==> config.mk <==
export PLATFORM = sky130hd
export DESIGN_NAME = hyperbus_burst_ctrl_flat
export DESIGN_NICKNAME = d
export VERILOG_FILES = /design/src/rtl/hyperbus_burst_ctrl_if.sv /design/src/rtl/hyperbus_burst_ctrl.sv /design/src/flat_wrapper.sv
export SDC_FILE = /design/constraint.sdc
export NUM_CORES = 1
export LEC_CHECK = 0
export ABC_CLOCK_PERIOD_IN_PS = 3200
export BUFFER_PORTS_ARGS = -buffer_cell sky130_fd_sc_hd__buf_4
export CORE_AREA = 2 2 76 132
export DETAILED_ROUTE_END_ITERATION = 16
export DIE_AREA = 0 0 78 134
export PLACE_DENSITY = 0.76
export SKIP_LAST_GASP = 1
export SYNTH_ARGS = -nofsm -noshare
export SYNTH_HDL_FRONTEND = slang
export SYNTH_SLANG_ARGS = --single-unit
==> constraint.sdc <==
create_clock -name clk -period 3.2 [get_ports clk]
set_clock_uncertainty 0.15 [all_clocks]
set_input_delay 0 -clock clk [delete_from_list [all_inputs] [get_ports clk]]
set_output_delay 0 -clock clk [all_outputs]
set_load 0.05 [all_outputs]
==> src/rtl/hyperbus_burst_ctrl_if.sv <==
// Command, write-data, read-data, status and PHY signals of the HyperBus burst controller.
// slave is the controller's view; master is the user/PHY-model side.
interface hyperbus_burst_ctrl_if #(
    parameter int WIDTH       = 8,
    parameter int ADDR_LENGTH = 32,
    parameter int LEN_WIDTH   = 8
);
    logic                   cmd_valid_i;
    logic                   cmd_ready_o;
    logic                   cmd_we_i;
    logic                   cmd_reg_i;
    logic [ADDR_LENGTH-1:0] cmd_adr_i;
    logic [LEN_WIDTH-1:0]   cmd_len_i;

    logic [2*WIDTH-1:0]     wdat_i;
    logic [1:0]             wmask_i;
    logic                   wvalid_i;
    logic                   wready_o;

    logic [2*WIDTH-1:0]     rdat_o;
    logic                   rvalid_o;
    logic                   busy_o;
    logic                   error_o;
    logic                   err_clr_i;

    logic [2*WIDTH-1:0]     phy_dq_o;
    logic                   phy_dq_oe;
    logic [2*WIDTH-1:0]     phy_dq_i;
    logic [1:0]             phy_rwds_o;
    logic                   phy_rwds_oe;
    logic [1:0]             phy_rwds_i;
    logic                   phy_clk_en;
    logic                   phy_csn;
    logic                   phy_rstn;

    modport slave (
        input  cmd_valid_i, cmd_we_i, cmd_reg_i, cmd_adr_i, cmd_len_i,
        input  wdat_i, wmask_i, wvalid_i, err_clr_i, phy_dq_i, phy_rwds_i,
        output cmd_ready_o, wready_o, rdat_o, rvalid_o, busy_o, error_o,
        output phy_dq_o, phy_dq_oe, phy_rwds_o, phy_rwds_oe, phy_clk_en, phy_csn, phy_rstn
    );

    modport master (
        output cmd_valid_i, cmd_we_i, cmd_reg_i, cmd_adr_i, cmd_len_i,
        output wdat_i, wmask_i, wvalid_i, err_clr_i, phy_dq_i, phy_rwds_i,
        input  cmd_ready_o, wready_o, rdat_o, rvalid_o, busy_o, error_o,
        input  phy_dq_o, phy_dq_oe, phy_rwds_o, phy_rwds_oe, phy_clk_en, phy_csn, phy_rstn
    );
endinterface

==> src/rtl/hyperbus_burst_ctrl.sv <==
// HyperBus burst controller: one command at a time, CA phase, 1x/2x latency, write/read burst, CS# recovery.
// Write words stall on wvalid_i (clock gated); read words are strobed by rwds and delivered one cycle later.
module hyperbus_burst_ctrl #(
    parameter int WIDTH         = 8,
    parameter int ADDR_LENGTH   = 32,
    parameter int LEN_WIDTH     = 8,
    parameter int TACC_COUNT    = 5,
    parameter int FIXED_LATENCY = 0,
    parameter int RESET_COUNT   = 2,
    parameter int RECOVER_COUNT = 2,
    parameter int TIMEOUT_COUNT = 16
) (
    input  logic                   clk,
    input  logic                   rst,
    hyperbus_burst_ctrl_if.slave   bus
);
    localparam int DW = 2 * WIDTH;
    localparam int CW = 16;

    typedef enum logic [2:0] {
        S_RESET, S_IDLE, S_COMMAND, S_LATENCY, S_WRITE, S_READ, S_RECOVER, S_ERROR
    } state_t;

    state_t               state_q, state_d;
    logic [CW-1:0]        cnt_q, cnt_d;
    logic [LEN_WIDTH-1:0] wcnt_q, wcnt_d;
    logic [LEN_WIDTH-1:0] len_q, len_d;
    logic [47:0]          ca_q, ca_d;
    logic                 we_q, we_d;
    logic                 reg_q, reg_d;
    logic                 lat2_q, lat2_d;
    logic                 rvalid_q, rvalid_d;
    logic [DW-1:0]        rdat_q, rdat_d;

    logic                 strobe;
    logic [28:0]          row;

    assign strobe = (bus.phy_rwds_i == 2'b10);
    assign row    = 29'(bus.cmd_adr_i >> 3);

    always_comb begin
        state_d  = state_q;
        cnt_d    = cnt_q;
        wcnt_d   = wcnt_q;
        len_d    = len_q;
        ca_d     = ca_q;
        we_d     = we_q;
        reg_d    = reg_q;
        lat2_d   = lat2_q;
        rvalid_d = 1'b0;
        rdat_d   = rdat_q;
        case (state_q)
            S_RESET: begin
                if (cnt_q == '0) state_d = S_IDLE;
                else             cnt_d   = cnt_q - CW'(1);
            end
            S_IDLE: begin
                if (bus.cmd_valid_i) begin
                    state_d = S_COMMAND;
                    cnt_d   = '0;
                    we_d    = bus.cmd_we_i;
                    reg_d   = bus.cmd_reg_i;
                    ca_d    = {~bus.cmd_we_i, bus.cmd_reg_i, 1'b1, row, 13'b0, bus.cmd_adr_i[2:0]};
                    len_d   = bus.cmd_reg_i ? '0 : bus.cmd_len_i;
                end
            end
            S_COMMAND: begin
                if (cnt_q == '0) lat2_d = (|bus.phy_rwds_i) || (FIXED_LATENCY != 0);
                if (cnt_q == CW'(2)) begin
                    wcnt_d = '0;
                    // Register writes carry their data straight after the CA words.
                    if (reg_q && we_q) begin
                        state_d = S_WRITE;
                    end else begin
                        state_d = S_LATENCY;
                        cnt_d   = lat2_q ? CW'(2 * TACC_COUNT - 1) : CW'(TACC_COUNT - 1);
                    end
                end else begin
                    cnt_d = cnt_q + CW'(1);
                end
            end
            S_LATENCY: begin
                if (cnt_q == '0) begin
                    state_d = we_q ? S_WRITE : S_READ;
                    cnt_d   = '0;
                end else begin
                    cnt_d = cnt_q - CW'(1);
                end
            end
            S_WRITE: begin
                if (bus.wvalid_i) begin
                    if (wcnt_q == len_q) begin
                        state_d = S_RECOVER;
                        cnt_d   = CW'(RECOVER_COUNT - 1);
                    end else begin
                        wcnt_d = wcnt_q + LEN_WIDTH'(1);
                    end
                end
            end
            S_READ: begin
                // cnt_q doubles as the strobe timeout counter while reading.
                if (strobe) begin
                    rvalid_d = 1'b1;
                    rdat_d   = bus.phy_dq_i;
                    cnt_d    = '0;
                    if (wcnt_q == len_q) begin
                        state_d = S_RECOVER;
                        cnt_d   = CW'(RECOVER_COUNT - 1);
                    end else begin
                        wcnt_d = wcnt_q + LEN_WIDTH'(1);
                    end
                end else if (cnt_q == CW'(TIMEOUT_COUNT - 1)) begin
                    state_d = S_ERROR;
                end else begin
                    cnt_d = cnt_q + CW'(1);
                end
            end
            S_RECOVER: begin
                if (cnt_q == '0) state_d = S_IDLE;
                else             cnt_d   = cnt_q - CW'(1);
            end
            S_ERROR: begin
                if (bus.err_clr_i) begin
                    state_d = S_RECOVER;
                    cnt_d   = CW'(RECOVER_COUNT - 1);
                end
            end
            default: begin
                state_d = S_RESET;
                cnt_d   = CW'(RESET_COUNT);
            end
        endcase
    end

    always_ff @(posedge clk) begin
        if (rst) begin
            state_q  <= S_RESET;
            cnt_q    <= CW'(RESET_COUNT);
            wcnt_q   <= '0;
            len_q    <= '0;
            ca_q     <= '0;
            we_q     <= 1'b0;
            reg_q    <= 1'b0;
            lat2_q   <= 1'b0;
            rvalid_q <= 1'b0;
            rdat_q   <= '0;
        end else begin
            state_q  <= state_d;
            cnt_q    <= cnt_d;
            wcnt_q   <= wcnt_d;
            len_q    <= len_d;
            ca_q     <= ca_d;
            we_q     <= we_d;
            reg_q    <= reg_d;
            lat2_q   <= lat2_d;
            rvalid_q <= rvalid_d;
            rdat_q   <= rdat_d;
        end
    end

    always_comb begin
        bus.cmd_ready_o = (state_q == S_IDLE);
        bus.busy_o      = (state_q != S_IDLE);
        bus.wready_o    = (state_q == S_WRITE);
        bus.error_o     = (state_q == S_ERROR);
        bus.rvalid_o    = rvalid_q;
        bus.rdat_o      = rdat_q;
        bus.phy_rstn    = (state_q != S_RESET);
        bus.phy_csn     = !((state_q == S_COMMAND) || (state_q == S_LATENCY) ||
                            (state_q == S_WRITE)   || (state_q == S_READ));
        bus.phy_clk_en  = 1'b0;
        bus.phy_dq_oe   = 1'b0;
        bus.phy_rwds_oe = 1'b0;
        bus.phy_dq_o    = '0;
        bus.phy_rwds_o  = 2'b00;
        case (state_q)
            S_COMMAND: begin
                bus.phy_clk_en = 1'b1;
                bus.phy_dq_oe  = 1'b1;
                case (cnt_q)
                    CW'(0):  bus.phy_dq_o = DW'(ca_q[47:32]);
                    CW'(1):  bus.phy_dq_o = DW'(ca_q[31:16]);
                    default: bus.phy_dq_o = DW'(ca_q[15:0]);
                endcase
            end
            S_LATENCY, S_READ: bus.phy_clk_en = 1'b1;
            S_WRITE: begin
                bus.phy_clk_en  = bus.wvalid_i;
                bus.phy_dq_oe   = 1'b1;
                bus.phy_rwds_oe = !reg_q;
                bus.phy_dq_o    = bus.wdat_i;
                bus.phy_rwds_o  = bus.wmask_i;
            end
            default: ;
        endcase
    end
endmodule

==> src/flat_wrapper.sv <==
// flat-port wrapper written by rule: the top's interface ports become plain ports
module hyperbus_burst_ctrl_flat 
#(
    parameter int WIDTH         = 8,
    parameter int ADDR_LENGTH   = 32,
    parameter int LEN_WIDTH     = 8,
    parameter int TACC_COUNT    = 5,
    parameter int FIXED_LATENCY = 0,
    parameter int RESET_COUNT   = 2,
    parameter int RECOVER_COUNT = 2,
    parameter int TIMEOUT_COUNT = 16
)
  (clk, rst, bus_cmd_valid_i, bus_cmd_we_i, bus_cmd_reg_i, bus_cmd_adr_i, bus_cmd_len_i, bus_wdat_i, bus_wmask_i, bus_wvalid_i, bus_err_clr_i, bus_phy_dq_i, bus_phy_rwds_i, bus_cmd_ready_o, bus_wready_o, bus_rdat_o, bus_rvalid_o, bus_busy_o, bus_error_o, bus_phy_dq_o, bus_phy_dq_oe, bus_phy_rwds_o, bus_phy_rwds_oe, bus_phy_clk_en, bus_phy_csn, bus_phy_rstn);
  hyperbus_burst_ctrl_if #(.WIDTH(WIDTH), .ADDR_LENGTH(ADDR_LENGTH), .LEN_WIDTH(LEN_WIDTH)) bus_i ();
  input  logic clk;
  input  logic rst;
  input wire logic [$bits(bus_i.cmd_valid_i)-1:0] bus_cmd_valid_i;
  input wire logic [$bits(bus_i.cmd_we_i)-1:0] bus_cmd_we_i;
  input wire logic [$bits(bus_i.cmd_reg_i)-1:0] bus_cmd_reg_i;
  input wire logic [$bits(bus_i.cmd_adr_i)-1:0] bus_cmd_adr_i;
  input wire logic [$bits(bus_i.cmd_len_i)-1:0] bus_cmd_len_i;
  input wire logic [$bits(bus_i.wdat_i)-1:0] bus_wdat_i;
  input wire logic [$bits(bus_i.wmask_i)-1:0] bus_wmask_i;
  input wire logic [$bits(bus_i.wvalid_i)-1:0] bus_wvalid_i;
  input wire logic [$bits(bus_i.err_clr_i)-1:0] bus_err_clr_i;
  input wire logic [$bits(bus_i.phy_dq_i)-1:0] bus_phy_dq_i;
  input wire logic [$bits(bus_i.phy_rwds_i)-1:0] bus_phy_rwds_i;
  output wire logic [$bits(bus_i.cmd_ready_o)-1:0] bus_cmd_ready_o;
  output wire logic [$bits(bus_i.wready_o)-1:0] bus_wready_o;
  output wire logic [$bits(bus_i.rdat_o)-1:0] bus_rdat_o;
  output wire logic [$bits(bus_i.rvalid_o)-1:0] bus_rvalid_o;
  output wire logic [$bits(bus_i.busy_o)-1:0] bus_busy_o;
  output wire logic [$bits(bus_i.error_o)-1:0] bus_error_o;
  output wire logic [$bits(bus_i.phy_dq_o)-1:0] bus_phy_dq_o;
  output wire logic [$bits(bus_i.phy_dq_oe)-1:0] bus_phy_dq_oe;
  output wire logic [$bits(bus_i.phy_rwds_o)-1:0] bus_phy_rwds_o;
  output wire logic [$bits(bus_i.phy_rwds_oe)-1:0] bus_phy_rwds_oe;
  output wire logic [$bits(bus_i.phy_clk_en)-1:0] bus_phy_clk_en;
  output wire logic [$bits(bus_i.phy_csn)-1:0] bus_phy_csn;
  output wire logic [$bits(bus_i.phy_rstn)-1:0] bus_phy_rstn;
  assign bus_i.cmd_valid_i = bus_cmd_valid_i;
  assign bus_i.cmd_we_i = bus_cmd_we_i;
  assign bus_i.cmd_reg_i = bus_cmd_reg_i;
  assign bus_i.cmd_adr_i = bus_cmd_adr_i;
  assign bus_i.cmd_len_i = bus_cmd_len_i;
  assign bus_i.wdat_i = bus_wdat_i;
  assign bus_i.wmask_i = bus_wmask_i;
  assign bus_i.wvalid_i = bus_wvalid_i;
  assign bus_i.err_clr_i = bus_err_clr_i;
  assign bus_i.phy_dq_i = bus_phy_dq_i;
  assign bus_i.phy_rwds_i = bus_phy_rwds_i;
  assign bus_cmd_ready_o = bus_i.cmd_ready_o;
  assign bus_wready_o = bus_i.wready_o;
  assign bus_rdat_o = bus_i.rdat_o;
  assign bus_rvalid_o = bus_i.rvalid_o;
  assign bus_busy_o = bus_i.busy_o;
  assign bus_error_o = bus_i.error_o;
  assign bus_phy_dq_o = bus_i.phy_dq_o;
  assign bus_phy_dq_oe = bus_i.phy_dq_oe;
  assign bus_phy_rwds_o = bus_i.phy_rwds_o;
  assign bus_phy_rwds_oe = bus_i.phy_rwds_oe;
  assign bus_phy_clk_en = bus_i.phy_clk_en;
  assign bus_phy_csn = bus_i.phy_csn;
  assign bus_phy_rstn = bus_i.phy_rstn;
  hyperbus_burst_ctrl #(.WIDTH(WIDTH), .ADDR_LENGTH(ADDR_LENGTH), .LEN_WIDTH(LEN_WIDTH), .TACC_COUNT(TACC_COUNT), .FIXED_LATENCY(FIXED_LATENCY), .RESET_COUNT(RESET_COUNT), .RECOVER_COUNT(RECOVER_COUNT), .TIMEOUT_COUNT(TIMEOUT_COUNT)) u_core (.clk(clk), .rst(rst), .bus(bus_i));
endmodule
=== Word level (Yosys, flattened, before mapping) ===
Cells that the tools add are included.

* Multiply operators: 0
* Bitwise operators: 2
* Equality and inequality tests: 25
* Reduce and logical (&&, ||, !) cells: 21
* Muxes and demuxes: 38
* Shifts and indexed selects: 0
* Div/mod/pow operators: 0
* $lt $le $gt $ge: 0
* $add $sub $neg: 3

{| class="wikitable"
|+ Operators by type and width
! cell !! count
|-
| 16-bit 2-to-1 mux || 10
|-
| 16-bit one-hot mux with 7 select lines || 1
|-
| 16-bit one-hot mux with 2 select lines || 2
|-
| 8-bit 2-to-1 mux || 5
|-
| 3-bit 2-to-1 mux || 10
|-
| 8-bit one-hot mux with 3 select lines || 1
|-
| 3-bit one-hot mux with 7 select lines || 1
|-
| 16-bit by 1-bit adder with 16-bit output, second input constant || 1
|-
| 16-bit by 1-bit == test with 1-bit output, second input constant || 1
|-
| 16-bit by 2-bit == test with 1-bit output, second input constant || 1
|-
| 16-bit by 4-bit == test with 1-bit output, second input constant || 1
|-
| 16-bit zero test || 1
|-
| 16-bit by 1-bit subtractor with 16-bit output, second input constant || 1
|-
| 7-bit AND reduction || 2
|-
| 3-bit == test, second input constant || 4
|-
| 2-bit by 1-bit != test with 1-bit output, second input constant || 5
|-
| 8-bit by 1-bit adder with 8-bit output, second input constant || 1
|-
| 8-bit == test || 1
|-
| 2-bit != test, second input constant || 4
|-
| 2-bit OR reduction || 4
|-
| 3-bit by 2-bit == test with 1-bit output, second input constant || 2
|-
| 3-bit by 1-bit != test with 1-bit output, second input constant || 2
|-
| 2-bit AND reduction || 3
|-
| 3-bit nonzero test || 2
|-
| 15 further kinds || 23
|}

* Memories kept: 0
* Latch bits: 0
* Register bits: 90
* RAM bits: 0
* Input bits: 83
* ROM bits: 0
* Output and inout port bits: 44

=== Logic depth before layout (Yosys ltp) ===
Gate-level depths: netlist (run 1).

* Depth in word-level cells: 5
* Gate-level depth with buffers: 10
* Gate-level depth less buffers: 8

=== Worst setup path before layout (run 1) ===
No wires, ideal clock.

* Path kind: reg2reg
* From: register u_core.state_q[2]
* To: register u_core.ca_q[47]
* Cell stages (with the launch flop): 10
* Data required time: 2.922 ns
* Slack: 0.360 ns
* Arrival: 2.563 ns
* Path buffers: 4
* Cell sequence: dfxtp_1 > clkbuf_1 > nand2b_1 > clkbuf_1 > inv_1 > and2_1 > clkbuf_1 > clkbuf_1 > o21ai_0 > nor2_1

* Longest elaborated chain between the ends: 2

{| class="wikitable"
|+ Ends and longest elaborated chain
! element !! RTL line !! source
|-
| start: declaration || hyperbus_burst_ctrl.sv:24 || <nowiki>state_t state_q, state_d;</nowiki>
|-
| start signal: assignment || hyperbus_burst_ctrl.sv:148 || <nowiki>state_q <= state_d;</nowiki>
|-
| 3-bit by 1-bit == test with 1-bit output || -- ||
|-
| net bus_cmd_ready_o || flat_wrapper.sv:28 || <nowiki>output wire logic [$bits(bus_i.cmd_ready_o)-1:0] bus_cmd_ready_o;</nowiki>
|-
| 2-bit AND reduction (no source line) || -- ||
|-
| end signal: assignment || hyperbus_burst_ctrl.sv:141 || <nowiki>ca_q <= '0;</nowiki>
|-
| end signal: assignment || hyperbus_burst_ctrl.sv:152 || <nowiki>ca_q <= ca_d;</nowiki>
|-
| end: declaration || hyperbus_burst_ctrl.sv:28 || <nowiki>logic [47:0] ca_q, ca_d;</nowiki>
|}

The timed path passes the listed nets, and every way through them passes these cells.
A chain may end at the register's enable or synchronous reset.

=== Final worst setup path (run 1) ===
* From: register u_core.cnt_q[1]
* To: register u_core.cnt_q[5]

* Longest elaborated chain between the ends: 4
* Elaborated cells on any way between the ends: 15
* Classes of those cells: add/sub: 2; eq/ne: 5; mux: 6; reduce/logical: 2

{| class="wikitable"
|+ Ends and longest elaborated chain
! element !! RTL line !! source
|-
| start: declaration || hyperbus_burst_ctrl.sv:25 || <nowiki>logic [CW-1:0] cnt_q, cnt_d;</nowiki>
|-
| start signal: assignment || hyperbus_burst_ctrl.sv:138 || <nowiki>cnt_q <= CW'(RESET_COUNT);</nowiki>
|-
| start signal: assignment || hyperbus_burst_ctrl.sv:149 || <nowiki>cnt_q <= cnt_d;</nowiki>
|-
| 16-bit by 1-bit adder with 16-bit output || hyperbus_burst_ctrl.sv:79, hyperbus_burst_ctrl.sv:115 ||
|-
| 16-bit 2-to-1 mux || hyperbus_burst_ctrl.sv:112 || <nowiki>end else if (cnt_q == CW'(TIMEOUT_COUNT - 1)) begin</nowiki>
|-
| 16-bit 2-to-1 mux || hyperbus_burst_ctrl.sv:102 || <nowiki>if (strobe) begin</nowiki>
|-
| 16-bit one-hot mux with 7 select lines || hyperbus_burst_ctrl.sv:52 || <nowiki>case (state_q)</nowiki>
|}

Several ways; a longest one is shown, not always the timed one. The select of a mux whose other input is x is not followed.

==> insert_results.sql, run 1 <==
INSERT INTO impl_metrics (metric_group, metric, value, unit) VALUES
('outcome', 'status', 'finished clean', ''),
('timing', 'rsz0062_at_grt', 'false', ''),
('cells_and_area', 'layout-area-overhead-vs-synth', '40.8', '%'),
('timing', 'period_utilization', '92.7', '%'),
('route', 'route.detailed.wl_per_inst', '17.4', 'µm'),
('worst_setup_path', 'crit_fanout', '13', ''),
('cells_and_area', 'sequential_cell_area', '1780', 'µm²'),
('synth', 'async_reset_ff_share', '0', '%'),
('synth', 'ys_ff_latch', '89', ''),
('route', 'num_vias', '5588', ''),
('cells_and_area', 'multiInputGateArea', '2740', 'µm²'),
('synth', 'sequential_area_share_after_synthesis', '36.9', '%'),
('synth', 'synth.cell_area', '4820', 'µm²'),
('global_routing', 'grt_max_degree', '74', ''),
('place', 'place.gp.congestion', '0.917', ''),
('route', 'postRouteWirelength', '16200', 'µm'),
('die', 'die_area', '10500', 'µm²'),
('timing', 'finalSetupTns', '0', 'ns'),
('worst_setup_path', 'r2r.worst_path.cells', '9', ''),
('place', 'port-buffer-count', '126', ''),
('power_and_ir_drop', 'powerDensity', '728', 'nW/µm²'),
('timing', 'min_period', '2.97', 'ns'),
('synth', 'ys.flop_type', 'sky130_fd_sc_hd__dfxtp_1', ''),
('worst_setup_path', 'start_kind', 'flip-flop', ''),
('timing', 'max_clock_freq', '0.337', 'GHz'),
('timing', 'slew_headroom', '50.9', '%'),
('timing', 'final-max-slew-violation-count', '0', ''),
('place', 'dp_cells', '851', ''),
('worst_setup_path', 'ff2ff_setup_slack', '0.23', 'ns'),
('die', 'placement_rows', '47', ''),
('die', 'boundaryPins', '127', ''),
('clock_tree', 'cts_tree', 'yes', ''),
('worst_setup_path', 'crit_arrival', '3.05', 'ns'),
('place', 'dp.final_hpwl', '10300', 'µm'),
('worst_setup_path', 'critPathKind', 'reg -> reg', ''),
('route', 'drc', '0', ''),
('worst_hold_path', 'hp-start', 'bus_cmd_valid_i', ''),
('synth', 'synth-warning-count', '0', ''),
('clock_tree', 'numCtsBuffers', '9', ''),
('route', 'drt-initial-drc-count', '491', ''),
('worst_hold_path', 'depth_of_the_worst_hold_timing_path', '5', ''),
('synth', 'syn-instance-count', '638', ''),
('route', 'route.antenna.remaining_nets', '0', ''),
('worst_setup_path', 'critPathCaptureType', 'flip-flop', ''),
('global_routing', 'antenna_found_initial', '0', ''),
('worst_setup_path', 'worstReg2RegEnd', 'u_core.cnt_q[5]', ''),
('timing', 'report.final.setup_viol', '0', ''),
('cells_and_area', 'drive_gt1_share', '20.7', '%'),
('synth', 'synth_cell_types', '61', ''),
('synth', 'postSynthAreaPerCell', '7.56', 'µm²'),
('clock_tree', 'clock_path_buffers', '2', ''),
('synth', 'syn_nets', '727', ''),
('die', 'core_region_area', '9410', 'µm²'),
('clock_tree', 'htreeDepth', '3', ''),
('synth', 'synth-edff-count', '0', ''),
('power_and_ir_drop', 'total_leakage_power', '2.71', 'nW'),
('worst_setup_path', 'r2r-start', 'u_core.cnt_q[1]', ''),
('worst_setup_path', 'critPathRequiredTime', '3.28', 'ns'),
('worst_hold_path', 'worst_hold_path_type', 'in -> reg', ''),
('die', 'die_boundary_width', '78', 'µm'),
('die', 'floorplan.initialDensity', '51.3', '%'),
('global_routing', 'wire_length_of_the_first_global_routing_pass', '26200', 'µm'),
('timing', 'report.final.hold_viol_count', '0', ''),
('clock_tree', 'clk_root_buffer_cell', 'sky130_fd_sc_hd__clkbuf_16', ''),
('route', 'firstDrtPassIters', '6', ''),
('global_routing', 'first_global_vias', '5565', ''),
('cells_and_area', 'num_antenna_cells', '0', ''),
('power_and_ir_drop', 'peakVddDrop', '517', 'µV'),
('worst_hold_path', 'hold-path-endpoint', 'u_core.len_q[5]', ''),
('global_routing', 'grt_overflow', '0', ''),
('clock_tree', 'clk_transition_reported_paths', '0.06', 'ns'),
('cells_and_area', 'num-nets-final', '897', ''),
('global_routing', 'grt_usage', '31.3', '%'),
('timing', 'timing_worst_slew_pin_value', '0.736', 'ns'),
('die', 'die_h', '134', 'µm'),
('clock_tree', 'clk_lat_worst_skew', '0.34', 'ns'),
('route', 'route.detailed.vias_per_inst', '5.98', ''),
('cells_and_area', 'fill_cells', '702', ''),
('flow_run', 'drv.max_cap_violation_count', '0', ''),
('cells_and_area', 'final_cells', '934', ''),
('clock_tree', 'cts.sinks', '89', '');
## Yosys cell counts (all sizes together), types with 6 or more instances
cell type  number  share of area [%]
nand2         148                 12
dfxtp          89                 37
a21oi          78                8.2
clkbuf         38                3.0
nor2           29                2.3
inv            23                1.8
o21ai          18                1.9
a222oi         13                2.7
nand3          13                1.3
buf            12                1.6
xnor2          12                2.2
nand3b         11                1.7
nand4          11                1.4
and3            9                1.2
nand2b          9                1.2
nor3            8               0.83
o22ai           8                1.0
a22o            7                1.3
nor4            7                1.5
or3             7               0.91
a211oi          6               0.93
a22oi           6               0.93
a311oi          6                1.1
a31oi           6                1.1
ha              6                1.6
nor3b           6               0.93
## stage by stage
stage / util, % / hold slack, ns / power, W / setup WS [ns] / area [µm²]
6_report: 72.2 / 0.0960 / 0.00495 / 0.234 / 6790
5_1_grt: 72.2 / 0.142 / 0.00520 / 0.0686 / 6790
4_1_cts: 72.2 / 0.101 / 0.00491 / 0.0762 / 6790
3_5_place_dp: 61.8 / 0.106 / 0.00378 / 0.337 / 5820
3_3_place_gp: 61.8 / 0.0967 / 0.00372 / 0.453 / 5820
2_1_floorplan: - / -0.0140 / 0.00300 / 0.360 / 4820
## kinds of logic (layout without fill, tap and decap cells)
kind of cell | Yosys count | in the layout | share of synthesized area [%]
AOI/OAI and AO/OA | 181 | 181 | 25.2
xor gates and xnor gates | 14 | 14 | 2.54
adders and majority gates | 6 | 6 | 1.56
buffers and inverters | 74 | 248 | 6.38
DFF | 89 | 89 | 36.9
muxes | 2 | 2 | 0.415
and+or+nand+nor | 272 | 272 | 27.0
## cells in the final DEF, fill, tap and decap left out, drive strengths merged, types with 11 or more instances in the layout
cell type    instances
nand2              148
buf                141
dfxtp               89
a21oi               78
dlygate4sd3         68
nor2                29
inv                 25
o21ai               18
nand3               13
a222oi              13
xnor2               12
nand4               11
nand3b              11
## where the power goes
| part | internal (W) | leakage [nW] | switching, W |
|---|---|---|---|
| Sequential | 0.00126 | 0.721 | 0.000281 |
| Combinational | 0.000901 | 1.85 | 0.00145 |
| Clock | 0.000605 | 0.138 | 0.000455 |
| Total | 0.00276 | 2.71 | 0.00218 |
## layer usage
metal	track usage, %	share of wire, %
met4	19.1	5.2
met2	57.1	53
met5	0	0
met3	6.12	6.0
met1	32.4	36
## worst max-delay path, stage by stage (launching register included)
cell                      delay (ns)
sky130_fd_sc_hd__dfxtp_1        0.41
sky130_fd_sc_hd__inv_1          0.18
sky130_fd_sc_hd__ha_1           0.26
sky130_fd_sc_hd__nor3b_1        0.50
sky130_fd_sc_hd__nand4_1        0.30
sky130_fd_sc_hd__a21oi_1        0.22
sky130_fd_sc_hd__buf_4          0.22
sky130_fd_sc_hd__a21oi_1        0.06
sky130_fd_sc_hd__or3_1          0.37
sky130_fd_sc_hd__a22o_1         0.19
## flip-flops by register name (all words and copies together), names as in the netlist
register	count
u_core.len_q	8
u_core.we_q	1
u_core.cnt_q	16
u_core.ca_q	35
u_core.lat2_q	1
u_core.wcnt_q	8
u_core.bus.rvalid_o	1
u_core.state_q	3
u_core.bus.rdat_o	16
## final cells by class
| cell class | count | share of cell area, % |
|---|---|---|
| flip-flops and latches | 89 | 26.2 |
| well taps | 122 | 2.25 |
| repair buffers | 209 | 25.6 |
| multi-input cells | 475 | 40.3 |
| clock inverters | 6 | 0.995 |
| clock buffers | 9 | 3.32 |
| inverters | 24 | 1.33 |
## how the worst max path moves through the flow
stage / start / to / slack, ns / depth (start not counted)
2_1_floorplan: u_core.state_q[2] / u_core.ca_q[47] / 0.36 / 9
3_3_place_gp: u_core.cnt_q[1] / u_core.cnt_q[5] / 0.45 / 9
3_5_place_dp: u_core.cnt_q[1] / u_core.cnt_q[5] / 0.34 / 9
4_1_cts: u_core.cnt_q[4] / bus_phy_dq_o[6] / 0.08 / 7
5_1_grt: u_core.cnt_q[1] / u_core.cnt_q[5] / 0.07 / 9
6_report: u_core.cnt_q[1] / u_core.cnt_q[5] / 0.23 / 9
## what timing repair did
action,CTS,global route
setup endpoints to repair,0,13
setup buffers,0,0
hold buffers,68,0
resized for setup,0,1
endpoints found under the hold margin,71,0
Note: power is estimated with default switching activity, not from simulation.
==> run 2, diff against run 1 <==
CELL_PAD_IN_SITES_DETAIL_PLACEMENT = 0   (was not set)
CELL_PAD_IN_SITES_GLOBAL_PLACEMENT = 2   (was not set)
CORE_AREA = 2 2 101 176   (was 2 2 76 132)
DIE_AREA = 0 0 103 178   (was 0 0 78 134)
==> run 2 against run 1 <==
Worst hold slack improved by 0.0063 ns; maximum frequency increased by 1.1%; die area increased by 75%; critical path depth decreased by 1; first-iteration DRC count decreased by 35%; flip-flop and latch count unchanged; wire length increased by 1.9%; global-route usage decreased by 13 points; sequential power decreased by 3%; critical path type is now reg -> out; critical endpoint is now bus_phy_dq_o[10].
==> insert_results.sql, run 2 (synthesis gave the netlist of run 1 again) <==
INSERT INTO impl_metrics (metric_group, metric, value, unit) VALUES
('power_and_ir_drop', 'peakVddDrop', '286', 'µV'),
('clock_tree', 'clk_root_buffer_cell', 'sky130_fd_sc_hd__clkbuf_16', ''),
('outcome', 'status', 'finished clean', ''),
('timing', 'rsz0062_at_grt', 'false', ''),
('cells_and_area', 'drive_gt1_share', '21.2', '%'),
('route', 'route.antenna.remaining_nets', '0', ''),
('clock_tree', 'htreeDepth', '3', ''),
('route', 'firstDrtPassIters', '6', ''),
('cells_and_area', 'most_frequent_standard_cell_in_the_layout_excluding_fill_and_tap_cells', 'sky130_fd_sc_hd__nand2_1', ''),
('worst_hold_path', 'worst_hold_path_type', 'in -> reg', ''),
('timing', 'period_utilization', '91.7', '%'),
('power_and_ir_drop', 'powerDensity', '722', 'nW/µm²'),
('clock_tree', 'post_cts_hold_buffer_count', '66', ''),
('global_routing', 'wire_length_of_the_first_global_routing_pass', '26200', 'µm'),
('timing', 'timing_worst_slew_pin_value', '0.810', 'ns'),
('clock_tree', 'clk_transition_reported_paths', '0.07', 'ns'),
('place', 'port-buffer-count', '126', ''),
('global_routing', 'grt_max_degree', '74', ''),
('worst_setup_path', 'critPathKind', 'reg -> out', ''),
('route', 'postRouteWirelength', '16500', 'µm'),
('flow_run', 'drv.max_cap_violation_count', '0', ''),
('timing', 'max_clock_freq', '0.341', 'GHz'),
('cells_and_area', 'num_antenna_cells', '0', ''),
('cells_and_area', 'fill_cells', '1793', ''),
('global_routing', 'grt_overflow', '0', ''),
('cells_and_area', 'most-common-layout-cells', 'sky130_fd_sc_hd__nand2_1 (148), sky130_fd_sc_hd__buf_4 (145), sky130_fd_sc_hd__dfxtp_1 (89)', ''),
('worst_setup_path', 'critPathCaptureType', 'output port', ''),
('clock_tree', 'numCtsBuffers', '9', ''),
('route', 'route.detailed.vias_per_inst', '5.16', ''),
('place', 'dp.final_hpwl', '11900', 'µm'),
('clock_tree', 'cts.sinks', '89', ''),
('die', 'boundaryPins', '127', ''),
('die', 'placement_rows', '63', ''),
('worst_setup_path', 'critPathRequiredTime', '3.05', 'ns'),
('timing', 'report.final.hold_viol_count', '0', ''),
('worst_setup_path', 'start_kind', 'flip-flop', ''),
('worst_setup_path', 'crit_arrival', '2.79', 'ns'),
('power_and_ir_drop', 'total_leakage_power', '2.74', 'nW'),
('die', 'die_area', '18300', 'µm²'),
('die', 'core_region_area', '16900', 'µm²'),
('route', 'route.detailed.wl_per_inst', '15.8', 'µm'),
('timing', 'finalSetupTns', '0', 'ns'),
('global_routing', 'grt_usage', '18.2', '%'),
('die', 'floorplan.initialDensity', '28.6', '%'),
('route', 'drc', '0', ''),
('clock_tree', 'cts_setup_buffers', '0', ''),
('clock_tree', 'cts_tree', 'yes', ''),
('cells_and_area', 'layout-area-overhead-vs-synth', '44.0', '%'),
('worst_setup_path', 'crit_fanout', '9', ''),
('cells_and_area', 'max_flop_register', 'u_core.ca_q', ''),
('clock_tree', 'post_cts_resize_count', '0', ''),
('die', 'die_h', '178', 'µm'),
('clock_tree', 'clk_lat_worst_skew', '0.35', 'ns'),
('route', 'num_vias', '5379', ''),
('clock_tree', 'clock_path_buffers', '2', ''),
('cells_and_area', 'largest_reg_flops', '35', ''),
('cells_and_area', 'num-nets-final', '900', ''),
('timing', 'final-max-slew-violation-count', '0', ''),
('route', 'drt-initial-drc-count', '319', ''),
('timing', 'report.final.setup_viol', '0', ''),
('die', 'die_boundary_width', '103', 'µm'),
('global_routing', 'antenna_found_initial', '0', ''),
('timing', 'min_period', '2.94', 'ns'),
('cells_and_area', 'fin_util', '41.2', '%'),
('global_routing', 'first_global_vias', '5223', ''),
('place', 'place.gp.congestion', '0.833', ''),
('timing', 'slew_headroom', '46.0', '%');
## run 2: where the power goes
part	switching (W)	internal (W)	total [W]
combinational	0.00150	0.000959	0.00246
sequential	0.000238	0.00126	0.00150
clock	0.000510	0.000545	0.00105
total	0.00225	0.00276	0.00501
## run 2: final timing paths
path | start | to | slack (ns) | depth (start not counted)
hold / removal | bus_cmd_valid_i | u_core.len_q[1] | 0.10 | 4
hold reg to reg | u_core.ca_q[34] | u_core.ca_q[34] | 0.31 | 2
setup / recovery | u_core.cnt_q[9] | bus_phy_dq_o[10] | 0.26 | 8
setup reg to reg | u_core.cnt_q[1] | u_core.cnt_q[5] | 0.27 | 9
## run 2: layout make-up
type	instances	area (µm²)	area share (%)
tap	227	284	4.09
multi-input combinational	475	2730	39.4
clock inverter	7	60.1	0.865
sequential	89	1780	25.7
clock buffer	9	225	3.24
inverter	24	90.1	1.30
timing repair buffer	212	1770	25.5
## run 2: stage by stage
stage               hold WS [ns]  worst slack, ns  instance area, µm²  cells  total power (W)
finish                     0.102            0.265                6940   1043          0.00501
global route               0.115           0.0848                6940   1043          0.00532
CTS                       0.0997            0.280                6940   1043          0.00504
detailed placement         0.106            0.366                6000    961          0.00391
global placement          0.0959            0.379                6000    961          0.00390
floorplan                -0.0140            0.360                4820    638          0.00300
## run 2: worst max-delay path, cell delays in order, from the launching register on
cell	delay (ns)
sky130_fd_sc_hd__dfxtp_1	0.40
sky130_fd_sc_hd__nor4_2	0.47
sky130_fd_sc_hd__nand3_1	0.34
sky130_fd_sc_hd__nor3_1	0.23
sky130_fd_sc_hd__and3_1	0.36
sky130_fd_sc_hd__buf_4	0.24
sky130_fd_sc_hd__a222oi_1	0.12
sky130_fd_sc_hd__inv_1	0.09
sky130_fd_sc_hd__buf_4	0.19
## run 2: layer usage
metal | wire length [µm] | global-route usage, % | part of all wire [%]
met1 | 6510 | 20.5 | 39
met2 | 8750 | 33.0 | 53
met3 | 793 | 3.33 | 4.8
met4 | 478 | 6.96 | 2.9
met5 | 0 | 0 | 0
==> run 3, diff against run 2 <==
==> constraint.sdc (replaced) <==
create_clock -name clk -period 3.2 [get_ports clk]
set_clock_uncertainty 0.15 [all_clocks]
set_input_delay 0.64 -clock clk [delete_from_list [all_inputs] [get_ports clk]]
set_output_delay 0.64 -clock clk [all_outputs]
set_load 0.05 [all_outputs]
==> run 3 against run 2 <==
Sequential share of layout area up 2.5 points; worst hold slack gained 0.21 ns; first-iteration DRC count down 17%; setup slack lost 0.13 ns; non-clock buffer count down 63; power rose by 3.5%; die area did not move; highest routed layer unchanged.
==> insert_results.sql, run 3 (synthesis gave the netlist of run 1 again) <==
INSERT INTO impl_metrics (metric_group, metric, value, unit) VALUES
('outcome', 'status', 'finished clean', ''),
('worst_setup_path', 'timing.critical_path.max_delay_family', 'simple AND/OR/NAND/NOR gates', ''),
('cells_and_area', 'stdcell_area', '6390', 'µm²'),
('worst_setup_path', 'critPathKind', 'reg -> out', ''),
('cells_and_area', 'most-common-layout-cells', 'sky130_fd_sc_hd__nand2_1 (148), sky130_fd_sc_hd__buf_4 (146), sky130_fd_sc_hd__dfxtp_1 (80)', ''),
('clock_tree', 'clk_root_buffer_cell', 'sky130_fd_sc_hd__clkbuf_16', ''),
('timing', 'min_period', '3.06', 'ns'),
('route', 'postRouteWirelength', '16300', 'µm'),
('worst_setup_path', 'cp_cell_sequence', 'nor4_4 -> nand3_2 -> buf_4 -> or3_4 -> nor2_1 -> a21oi_1 -> o21ai_1 -> buf_4', ''),
('clock_tree', 'clock_path_buffers', '2', ''),
('route', 'route.detailed.vias_per_inst', '5.18', ''),
('timing', 'layout_setup_ws', '0.139', 'ns'),
('worst_hold_path', 'worst_hold_path_type', 'reg -> reg', ''),
('timing', 'finalSetupTns', '0', 'ns'),
('die', 'core_region_area', '16900', 'µm²'),
('global_routing', 'grt_overflow', '0', ''),
('clock_tree', 'numCtsBuffers', '9', ''),
('power_and_ir_drop', 'peakVddDrop', '344', 'µV'),
('worst_setup_path', 'crit_fanout', '11', ''),
('clock_tree', 'clk_transition_reported_paths', '0.07', 'ns'),
('route', 'firstDrtPassIters', '7', ''),
('clock_tree', 'htreeDepth', '3', ''),
('route', 'route.detailed.wl_per_inst', '16.6', 'µm'),
('worst_setup_path', 'critPathCaptureType', 'output port', ''),
('worst_setup_path', 'critical-path-max-stage-delay', '0.38', 'ns'),
('die', 'die_h', '178', 'µm'),
('cells_and_area', 'num_antenna_cells', '0', ''),
('route', 'route.antenna.remaining_nets', '0', ''),
('clock_tree', 'clk_lat_worst_skew', '0.34', 'ns'),
('global_routing', 'first_global_vias', '4983', ''),
('clock_tree', 'cts_tree', 'yes', ''),
('power_and_ir_drop', 'powerDensity', '812', 'nW/µm²'),
('worst_setup_path', 'path_buf_inv', '2', ''),
('timing', 'final-max-slew-violation-count', '0', ''),
('cells_and_area', 'most_frequent_standard_cell_in_the_layout_excluding_fill_and_tap_cells', 'sky130_fd_sc_hd__nand2_1', ''),
('worst_setup_path', 'critPathSlowestCell', 'sky130_fd_sc_hd__dfxtp_2', ''),
('cells_and_area', 'drive_gt1_share', '25.1', '%'),
('flow_run', 'drv.max_cap_violation_count', '0', ''),
('route', 'num_vias', '5074', ''),
('timing', 'rsz0062_at_grt', 'false', ''),
('die', 'floorplan.initialDensity', '28.6', '%'),
('cells_and_area', 'max_flop_register', 'u_core.ca_q', ''),
('timing', 'hold_slack', '0.310', 'ns'),
('global_routing', 'grt_usage', '17.9', '%'),
('place', 'dp.final_hpwl', '12100', 'µm'),
('cells_and_area', 'num-nets-final', '837', ''),
('cells_and_area', 'largest_reg_flops', '35', ''),
('worst_setup_path', 'crit_arrival', '2.27', 'ns'),
('global_routing', 'wire_length_of_the_first_global_routing_pass', '25600', 'µm'),
('worst_setup_path', 'start_kind', 'flip-flop', ''),
('timing', 'report.final.hold_viol_count', '0', ''),
('die', 'placement_rows', '63', ''),
('die', 'die_boundary_width', '103', 'µm'),
('cells_and_area', 'layout-area-overhead-vs-synth', '32.4', '%'),
('place', 'dpl_cell_area', '6030', 'µm²'),
('power_and_ir_drop', 'total_leakage_power', '2.51', 'nW'),
('route', 'drc', '0', ''),
('timing', 'period_utilization', '95.6', '%'),
('die', 'boundaryPins', '127', ''),
('timing', 'slew_headroom', '54.9', '%'),
('global_routing', 'antenna_found_initial', '0', ''),
('route', 'drt-initial-drc-count', '264', ''),
('global_routing', 'grt_max_degree', '50', ''),
('timing', 'max_clock_freq', '0.327', 'GHz'),
('place', 'pre_cts_ws', '0.354', 'ns'),
('cells_and_area', 'fin_util', '37.9', '%'),
('timing', 'timing_worst_slew_pin_value', '0.675', 'ns'),
('worst_setup_path', 'critPathMostFrequentCell', 'sky130_fd_sc_hd__buf_4', ''),
('die', 'die_area', '18300', 'µm²'),
('timing', 'report.final.setup_viol', '0', ''),
('place', 'place.gp.congestion', '0.820', ''),
('worst_setup_path', 'critPathRequiredTime', '2.41', 'ns'),
('clock_tree', 'cts.sinks', '89', ''),
('place', 'port-buffer-count', '126', '');
## run 3: changes by cell type in the layout (fill, tap and decap cells not counted), moves of 2 or more
| cell | change |
|---|---|
| sky130_fd_sc_hd__dfxtp_2 | +8 |
| sky130_fd_sc_hd__o21ai_1 | +3 |
| sky130_fd_sc_hd__dlygate4sd3_1 | -66 |
| sky130_fd_sc_hd__inv_6 | -3 |
| sky130_fd_sc_hd__o21ai_0 | -3 |
| sky130_fd_sc_hd__dfxtp_1 | -9 |
| sky130_fd_sc_hd__nor4_4 | +2 |
| sky130_fd_sc_hd__clkinvlp_4 | +2 |
| sky130_fd_sc_hd__nor4_2 | -2 |
## run 3: repair_timing
item	in CTS	in global routing
resized for setup	3	15
setup buffers	0	0
pin swaps	0	5
hold buffers	0	0
endpoints found under the setup margin	10	15
## run 3: metal layers
layer	vias to the layer above	global-route usage, %	wire [µm]
met3	21	3.06	744
met1	2423	21.1	6280
met2	133	32.1	9010
met5	-	0	0
li1	2497	-	-
met4	0	5.59	273
## run 3: power breakdown
group / internal [W] / switching (W)
Clock: 0.000616 / 0.000489
Combinational: 0.00103 / 0.00154
Sequential: 0.00127 / 0.000245
Total: 0.00292 / 0.00227
## run 3: through the flow
step / std cells / total power (W)
detailed placement: 964 / 0.00400
global placement: 964 / 0.00399
CTS: 980 / 0.00517
finish: 980 / 0.00519
floorplan: 638 / 0.00300
global route: 980 / 0.00554
## run 3: final timing paths
path                             start  cells past startpoint  slack (ns)                    to
hold / removal    u_core.bus.rdat_o[7]                      2        0.31  u_core.bus.rdat_o[7]
hold reg to reg   u_core.bus.rdat_o[7]                      2        0.31  u_core.bus.rdat_o[7]
setup / recovery       u_core.cnt_q[4]                      8        0.14       bus_phy_dq_o[0]
setup reg to reg       u_core.cnt_q[0]                      7        0.44      u_core.cnt_q[15]
## run 3: worst register-to-register path: stages, from the launching register on
cell and delay (ns):
sky130_fd_sc_hd__dfxtp_1 0.31, sky130_fd_sc_hd__buf_4 0.18, sky130_fd_sc_hd__nor4_1 0.60, sky130_fd_sc_hd__nand2_1 0.21, sky130_fd_sc_hd__nor3b_1 0.47, sky130_fd_sc_hd__nor3b_1 0.32
sky130_fd_sc_hd__o221ai_1 0.15, sky130_fd_sc_hd__a32o_1 0.27
## run 3: cell type report
class,count,area [µm²]
timing repair buffer,149,1150
clock buffer,10,229
fill,1841,10500
sequential,89,1800
multi-input combinational,475,2770
inverter,24,90.1
tap,227,284
clock inverter,6,73.8
